### config.mk
export PLATFORM = sky130hd
export DESIGN_NAME = cache_line_arbiter
export DESIGN_NICKNAME = d
export VERILOG_FILES = /design/src/rtl/arbiter_types.sv /design/src/rtl/cache_line_arbiter.sv
export SDC_FILE = /design/constraint.sdc
export NUM_CORES = 1
export LEC_CHECK = 0
export BUFFER_PORTS_ARGS = -buffer_cell sky130_fd_sc_hd__buf_4
export CAP_MARGIN = 10
export CELL_PAD_IN_SITES_DETAIL_PLACEMENT = 0
export CELL_PAD_IN_SITES_GLOBAL_PLACEMENT = 1
export CORE_AREA = 3 3 542 544
export CTS_CLUSTER_SIZE = 30
export DETAILED_ROUTE_END_ITERATION = 7
export DIE_AREA = 0 0 545 547
export GPL_TIMING_DRIVEN = 1
export PLACE_DENSITY_LB_ADDON = 0.1
export SKIP_CTS_REPAIR_TIMING = 1
export SLEW_MARGIN = 25
export SYNTH_ARGS = -nofsm -noshare
export SYNTH_HDL_FRONTEND = slang
export SYNTH_SLANG_ARGS = --single-unit
### constraint.sdc
create_clock -name clk -period 3.08 [get_ports clk]
set_clock_uncertainty 0.05 [all_clocks]
set_input_delay 0.616 -clock clk [delete_from_list [all_inputs] [get_ports clk]]
set_output_delay 0.616 -clock clk [all_outputs]
set_load 0.1 [all_outputs]
### src/rtl/arbiter_types.sv
// Shared state and owner types for the cacheline arbiter and downstream memory-side logic.
package arbiter_types;

  typedef enum logic [1:0] {
    IDLE,
    BUSY,
    GAP
  } arb_state_e;

  typedef enum logic {
    OWN_I,
    OWN_D
  } arb_owner_e;

endpackage

### src/rtl/cache_line_arbiter.sv
// Shares one memory cacheline port between the I-cache and D-cache miss paths.
// D wins by default; a starvation counter forces an I grant after STARVE_LIMIT D grants.
module cache_line_arbiter
  import arbiter_types::*;
#(
  parameter int unsigned LINE_W       = 256,
  parameter int unsigned ADDR_W       = 32,
  parameter int unsigned STARVE_LIMIT = 2
) (
  input  logic              clk,
  input  logic              rst,

  input  logic              i_line_read,
  input  logic [ADDR_W-1:0] i_line_addr,
  output logic [LINE_W-1:0] i_line_rdata,
  output logic              i_line_resp,

  input  logic              d_line_read,
  input  logic              d_line_write,
  input  logic [ADDR_W-1:0] d_line_addr,
  input  logic [LINE_W-1:0] d_line_wdata,
  output logic [LINE_W-1:0] d_line_rdata,
  output logic              d_line_resp,

  output logic              mem_read,
  output logic              mem_write,
  output logic [ADDR_W-1:0] mem_addr,
  output logic [LINE_W-1:0] mem_wdata,
  input  logic [LINE_W-1:0] mem_rdata,
  input  logic              mem_resp
);

  localparam int unsigned CntBits = $clog2(STARVE_LIMIT + 1);
  localparam int unsigned CntW    = (CntBits > 2) ? CntBits : 2;
  localparam logic [CntW-1:0] StarveMax = CntW'(STARVE_LIMIT);

  arb_state_e        state_q, state_d;
  arb_owner_e        owner_q, owner_d;
  logic [CntW-1:0]   starve_q, starve_d;
  logic              mem_read_q, mem_read_d;
  logic              mem_write_q, mem_write_d;
  logic [ADDR_W-1:0] mem_addr_q, mem_addr_d;
  logic [LINE_W-1:0] mem_wdata_q, mem_wdata_d;

  logic i_req, d_req, grant_i;

  assign i_req = i_line_read;
  assign d_req = d_line_read | d_line_write;

  always_ff @(posedge clk or negedge rst) begin
    if (!rst) begin
      state_q     <= IDLE;
      owner_q     <= OWN_I;
      starve_q    <= '0;
      mem_read_q  <= 1'b0;
      mem_write_q <= 1'b0;
      mem_addr_q  <= '0;
      mem_wdata_q <= '0;
    end else begin
      state_q     <= state_d;
      owner_q     <= owner_d;
      starve_q    <= starve_d;
      mem_read_q  <= mem_read_d;
      mem_write_q <= mem_write_d;
      mem_addr_q  <= mem_addr_d;
      mem_wdata_q <= mem_wdata_d;
    end
  end

  always_comb begin
    state_d     = state_q;
    owner_d     = owner_q;
    starve_d    = starve_q;
    mem_read_d  = mem_read_q;
    mem_write_d = mem_write_q;
    mem_addr_d  = mem_addr_q;
    mem_wdata_d = mem_wdata_q;
    grant_i     = 1'b0;

    unique case (state_q)
      IDLE: begin
        if (i_req || d_req) begin
          state_d = BUSY;
          grant_i = i_req && (!d_req || (starve_q == StarveMax));
          if (grant_i) begin
            owner_d     = OWN_I;
            mem_read_d  = 1'b1;
            mem_write_d = 1'b0;
            mem_addr_d  = i_line_addr;
            starve_d    = '0;
          end else begin
            owner_d     = OWN_D;
            mem_read_d  = d_line_read;
            mem_write_d = d_line_write;
            mem_addr_d  = d_line_addr;
            if (d_line_write) begin
              mem_wdata_d = d_line_wdata;
            end
            // Count only D grants that overtook a waiting I request.
            if (i_req) begin
              starve_d = (starve_q == StarveMax) ? starve_q : starve_q + 1'b1;
            end else begin
              starve_d = '0;
            end
          end
        end
      end
      BUSY: begin
        if (mem_resp) begin
          state_d     = GAP;
          mem_read_d  = 1'b0;
          mem_write_d = 1'b0;
        end
      end
      GAP: begin
        state_d = IDLE;
      end
      default: begin
        state_d     = IDLE;
        mem_read_d  = 1'b0;
        mem_write_d = 1'b0;
      end
    endcase
  end

  // Responses outside BUSY are stray and must not reach either client.
  always_comb begin
    i_line_resp = 1'b0;
    d_line_resp = 1'b0;
    if ((state_q == BUSY) && mem_resp) begin
      if (owner_q == OWN_I) begin
        i_line_resp = 1'b1;
      end else begin
        d_line_resp = 1'b1;
      end
    end
  end

  assign i_line_rdata = mem_rdata;
  assign d_line_rdata = mem_rdata;
  assign mem_read     = mem_read_q;
  assign mem_write    = mem_write_q;
  assign mem_addr     = mem_addr_q;
  assign mem_wdata    = mem_wdata_q;

endmodule
==> results of run 1 <==
==> synth_stat cells (2+ instances only) <==
master	count
sky130_fd_sc_hd__mux2_1	29
sky130_fd_sc_hd__nand2_1	39
sky130_fd_sc_hd__dfrtp_1	295
sky130_fd_sc_hd__buf_2	13
sky130_fd_sc_hd__a21oi_1	65
sky130_fd_sc_hd__buf_4	512
sky130_fd_sc_hd__mux2_2	27
sky130_fd_sc_hd__nand3_1	2
sky130_fd_sc_hd__mux2_4	200
sky130_fd_sc_hd__buf_6	26
sky130_fd_sc_hd__clkbuf_1	5
sky130_fd_sc_hd__nor2_1	34
sky130_fd_sc_hd__o21ai_0	5
sky130_fd_sc_hd__and2_1	2
==> registers in the layout, indices dropped and copies added (netlist names) <==
signal,flops
mem_wdata,256
state_q,2
starve_q,2
mem_write,1
mem_addr,32
mem_read,1
owner_q,1
==> per-stage QoR <==
stage          worst slack, ns  std cells
3_5_place_dp             0.795       5264
6_report                 0.625       5372
4_1_cts                  0.467       5359
2_1_floorplan            0.277       1266
3_3_place_gp             0.803       5264
5_1_grt                  0.446       5368
==> area by class of cell <==
class | count | area (µm²) | share of cell area
Antenna cell | 12 | 30.0 | 0.00127
Clock buffer | 80 | 1550 | 0.0656
Clock inverter | 15 | 199 | 0.00843
Inverter | 1 | 3.75 | 0.000159
Multi-Input combinational cell | 414 | 4400 | 0.186
Sequential cell | 295 | 7380 | 0.313
Tap cell | 3900 | 4880 | 0.207
Timing Repair Buffer | 655 | 5160 | 0.219
==> final timing paths <==
kind                       slack [ns]  depth (start not counted)             start              to
max                              0.63                          3        state_q[1]     i_line_resp
min                              0.10                          2  d_line_wdata[60]   mem_wdata[60]
max reg2reg                      0.94                          7       starve_q[0]    mem_addr[17]
min reg2reg                      0.44                          1    mem_wdata[243]  mem_wdata[243]
max in group asynchronous        1.58                          3               rst    mem_addr[13]
min in group asynchronous        0.53                          2               rst  mem_wdata[198]
==> cells by family (layout without fill, tap and decap cells) <==
kind of cell / count (synthesis) / count (layout)
AO/OA/AOI/OAI: 75 / 75
adder cells (fa/ha/maj): 1 / 1
buffers and inverters: 557 / 751
flip-flops: 295 / 295
AND/OR/NAND/NOR: 82 / 82
multiplexers: 256 / 256
other: 0 / 12
==> per-layer routing <==
metal | global-route usage | vias up
li1 | - | 4003
met1 | 0.0539 | 4441
met2 | 0.0790 | 707
met3 | 0.0420 | 223
met4 | 0.0271 | 12
met5 | 0.00353 | -
==> critical path, stage by stage, from the launching register on <==
cell and delay (ns):
sky130_fd_sc_hd__dfrtp_1 0.42, sky130_fd_sc_hd__and3b_1 0.26, sky130_fd_sc_hd__nor2b_1 0.14, sky130_fd_sc_hd__buf_4 0.30
==> results.md, run 1 <==
* Deepest clock path buffer count at 3
* Synthesized-area fraction occupied by xor and xnor cells at 0
* Fraction of layout cells with a size suffix above 1 at 0.662
* Number of nets in the final layout at 2,003
* Element type at the critical path end: output port
* Average instance area after synthesis at 12.6 µm²
* Port Buffers at 617
* Clock insertion delay at the later pin of the skew report at 0.66 ns
* Data arrival time of the worst path at 1.79 ns
* GRT Residual Overflow at 0
* Max Slew Vio Count at 0
* Highest routed layer: met5
* Number of hold violations in the final report at 0
* Hold/Removal Path Class: input port to flop
* Total CTS buffers at 53
* Final GP Congestion at 0.654
* HPWL reported at the end of detailed placement at 65,800 µm
* Number of antenna violations at the first check in global routing at 25
* Highest clock rate at 407 MHz
* Most used flip-flop cell after synthesis: sky130_fd_sc_hd__dfrtp_1
* Number of instances in the synthesized netlist at 1,266
* Worst slew margin at 0.444
* Final number of setup-violating endpoints at 0
* Clock tree from TritonCTS: yes
* I/O Pins at 1,386
* Area share of the leading cell type in the synthesized netlist at 0.462
* Cell at the root of the clock tree: sky130_fd_sc_hd__clkbuf_16
* Max-capacitance violation count at 0
* Sequential share of the synthesized area at 0.462
* Die extent in x at 545 µm
* Sum of met3 wire segment lengths after detailed routing at 13,900 µm
* Post-synthesis sequential element count at 295
* Initial DRT Pass Iterations at 4
* Number of unique standard cell types used by synthesis at 26
* Sinks on the clock net at 295
* Post-Synthesis Cell Area at 16,000 µm²
* Dominant combinational cell family by area after synthesis: buffers and inverters
* Total wirelength of the detailed-routed design at 82,900 µm
* Fin crit share at 0.797
* Warnings from Yosys at 0
* Count of H-tree levels built during CTS at 2
* Async set-or-reset flop fraction in the synthesized netlist at 1.00
* Post-Synthesis Net Count at 1,849
* Cell accounting for the most synthesized area: sky130_fd_sc_hd__dfrtp_1
* Post-route worst hold slack at 0.100 ns
* Vias after detailed routing at 9,386
* Register clock-pin slew on the reported worst setup and hold paths at 0.06 ns
* Transition time at the pin with the least slew margin at 0.834 ns
* Routed length on met1 at 30,200 µm
* Effective utilization at floorplan at 0.0551
* Final antenna-violating net count at 0
* First-pass GRT wire length at 107,000 µm
* Number of DRC markers in iteration 0 at 343
* Category of the worst setup path launch point: flop
* Top library cells by usage in the layout, fill and taps aside: sky130_fd_sc_hd__buf_4, sky130_fd_sc_hd__dfrtp_1, sky130_fd_sc_hd__mux2_4
* Multiplexer share of the synthesized area at 0.227
* Area growth, synth to finish at 47.7%
* Final design area excluding fillers at 23,600 µm²
* Biggest fanout along the worst timing path at 5
* Core region area at 290,000 µm²
* Vias per inst at 1.75
* Maximum number of pins on one net before global-route repair at 58
* Area fraction in and, or, nand and nor cells after synthesis at 0.0209
* Status: complete, no violations
* Instance area after placement at 21,800 µm²
* Height of the die at 547 µm
* Setup TNS after final layout at 0 ns
* Setup repair after global routing missed its margin: no
* Fillers at 33,619
* Wire length per cell at 15.4 µm
* # DRC at 0
* Post-synthesis compound-gate area fraction at 0.0249
* Post-layout minimum cycle time at 2.45 ns
* Final design utilization at 0.0814
* Total length of routed met2 wires at 35,100 µm
* Via count of the first global-routing pass at 10,775
* Worst setup path class: flop to output port
* Most common library cell in the layout ignoring fill and taps: sky130_fd_sc_hd__buf_4
* Number of flops mapped to enable cells by yosys at 0
* All-layer global routing usage at 0.0535
* Top area cells in the synthesized netlist: sky130_fd_sc_hd__dfrtp_1, sky130_fd_sc_hd__buf_4, sky130_fd_sc_hd__mux2_4, sky130_fd_sc_hd__mux2_1, sky130_fd_sc_hd__a21oi_1
* Total Die Area at 298,000 µm²
* Critical path required time at 2.41 ns
* Area share of fa/ha/maj cells after synthesis at 0.000783
* Row count at 198
Power of run 1 is not shown: default switching activity piles up to over one toggle a cycle in this logic, so the estimate is an artifact.
==> run 2: changes to the inputs <==
--- a/config.mk
+++ b/config.mk
@@ -9,10 +9,10 @@
 export CAP_MARGIN = 10
 export CELL_PAD_IN_SITES_DETAIL_PLACEMENT = 0
 export CELL_PAD_IN_SITES_GLOBAL_PLACEMENT = 1
-export CORE_AREA = 3 3 542 544
+export CORE_AREA = 3 3 545 547
 export CTS_CLUSTER_SIZE = 30
 export DETAILED_ROUTE_END_ITERATION = 7
-export DIE_AREA = 0 0 545 547
+export DIE_AREA = 0 0 548 550
 export GPL_TIMING_DRIVEN = 1
 export PLACE_DENSITY_LB_ADDON = 0.1
 export SKIP_CTS_REPAIR_TIMING = 1
==> constraint.sdc (replaced) <==
create_clock -name clk -period 2.3 [get_ports clk]
set_clock_uncertainty 0.05 [all_clocks]
set_input_delay 0.46 -clock clk [delete_from_list [all_inputs] [get_ports clk]]
set_output_delay 0.46 -clock clk [all_outputs]
set_load 0.1 [all_outputs]
==> results.md, run 2 (synthesis results as in run 1) <==
* Final GP Congestion at 0.663
* Vias per inst at 1.84
* Highest clock rate at 446 MHz
* Count of H-tree levels built during CTS at 2
* Port Buffers at 617
* Row count at 199
* Sinks on the clock net at 295
* Setup repair after global routing missed its margin: no
* All-layer global routing usage at 0.0528
* Total Die Area at 301,000 µm²
* Fraction of layout cells with a size suffix above 1 at 0.561
* Max-capacitance violation count at 0
* Maximum number of pins on one net before global-route repair at 45
* Max Slew Vio Count at 0
* Sum of buffers and inverters on the critical path at 3
* Post-route worst hold slack at 0.0459 ns
* Initial DRT Pass Iterations at 5
* Data arrival time of the worst path at 1.73 ns
* Number of DRC markers in iteration 0 at 312
* Element type at the critical path end: output port
* Final design area excluding fillers at 26,600 µm²
* GRT Residual Overflow at 0
* First-pass GRT wire length at 107,000 µm
* Hold/Removal Path Class: input port to flop
* Instance area after placement at 21,900 µm²
* Peak per-stage delay on the critical path at 0.57 ns
* Category of the worst setup path launch point: input port
* Final antenna-violating net count at 0
* Largest delay contributor family on the critical path: buffers and inverters
* Vias after detailed routing at 10,468
* Total CTS buffers at 51
* Wire length per cell at 14.7 µm
* Post-layout minimum cycle time at 2.24 ns
* Biggest fanout along the worst timing path at 3
* Deepest clock path buffer count at 3
* Total wirelength of the detailed-routed design at 83,400 µm
* Cell at the root of the clock tree: sky130_fd_sc_hd__clkbuf_16
* Die extent in x at 548 µm
* # DRC at 0
* Setup TNS after final layout at 0 ns
* Area growth, synth to finish at 66.7%
* HPWL reported at the end of detailed placement at 68,000 µm
* Via count of the first global-routing pass at 10,744
* Effective utilization at floorplan at 0.0545
* Critical path required time at 1.79 ns
* I/O Pins at 1,386
* Max reg flops at 256
* Highest-delay cell along the critical path: sky130_fd_sc_hd__dlygate4sd3_1
* Top library cells by usage in the layout, fill and taps aside: sky130_fd_sc_hd__buf_4, sky130_fd_sc_hd__dfrtp_1, sky130_fd_sc_hd__dlygate4sd3_1
* Final number of setup-violating endpoints at 0
* Fin crit share at 0.976
* Worst slew margin at 0.692
* Most common library cell in the layout ignoring fill and taps: sky130_fd_sc_hd__buf_4
* Core region area at 293,000 µm²
* Number of nets in the final layout at 2,305
* Clock insertion delay at the later pin of the skew report at 0.66 ns
* Placed cell count at 5,300
* Number of hold violations in the final report at 0
* Transition time at the pin with the least slew margin at 0.463 ns
* Register clock-pin slew on the reported worst setup and hold paths at 0.06 ns
* Status: complete, no violations
* Number of non-filler instances in the completed layout at 5,692
* Ordered cell list for the critical path: dlygate4sd3_1 -> buf_4 -> and3b_2 -> and2_4 -> buf_12
* Clock tree from TritonCTS: yes
* Height of the die at 550 µm
* Worst setup path class: input port to output port
* Fillers at 33,964
* Number of antenna violations at the first check in global routing at 26
## run 2: per-stage QoR
step           utilization  setup slack [ns]
2_1_floorplan            -             0.328
3_3_place_gp        0.0748             0.182
3_5_place_dp        0.0748             0.214
4_1_cts             0.0809            -0.234
5_1_grt             0.0909           0.00535
6_report            0.0909            0.0557
## run 2: routing by layer
layer  vias up  GRT usage  wire length, µm
li1       4593          -                -
met1      4967     0.0550            31600
met2       679     0.0796            36100
met3       227     0.0372            11900
met4         2     0.0262             3730
met5         -          0               13
## run 2: final timing paths
kind	start	end	slack, ns	cells past startpoint
min	d_line_addr[12]	mem_addr[12]	0.05	3
max in group asynchronous	rst	mem_wdata[151]	1.05	4
min in group asynchronous	rst	mem_wdata[25]	0.18	2
max reg2reg	starve_q[0]	mem_wdata[225]	0.29	7
max	mem_resp	d_line_resp	0.06	5
min reg2reg	mem_wdata[233]	mem_wdata[233]	0.44	1
## run 2: area by class of cell
cell class / instances / area, µm² / share of cell area
timing repair buffer: 959 / 8150 / 0.306
sequential: 295 / 7380 / 0.277
tap: 3919 / 4900 / 0.184
multi-input combinational: 414 / 4410 / 0.165
clock buffer: 74 / 1470 / 0.0553
clock inverter: 21 / 300 / 0.0113
antenna: 9 / 22.5 / 0.000845
inverter: 1 / 3.75 / 0.000141
## run 2: worst register-to-register path: stages (launching register included)
cell and delay [ns]:
sky130_fd_sc_hd__dfrtp_1 0.40, sky130_fd_sc_hd__inv_1 0.08, sky130_fd_sc_hd__ha_1 0.20, sky130_fd_sc_hd__nand2_1 0.12, sky130_fd_sc_hd__nand3_4 0.15, sky130_fd_sc_hd__buf_12 0.21
sky130_fd_sc_hd__buf_4 0.31, sky130_fd_sc_hd__mux2_1 0.37
Power of run 2 is left out for the same reason.
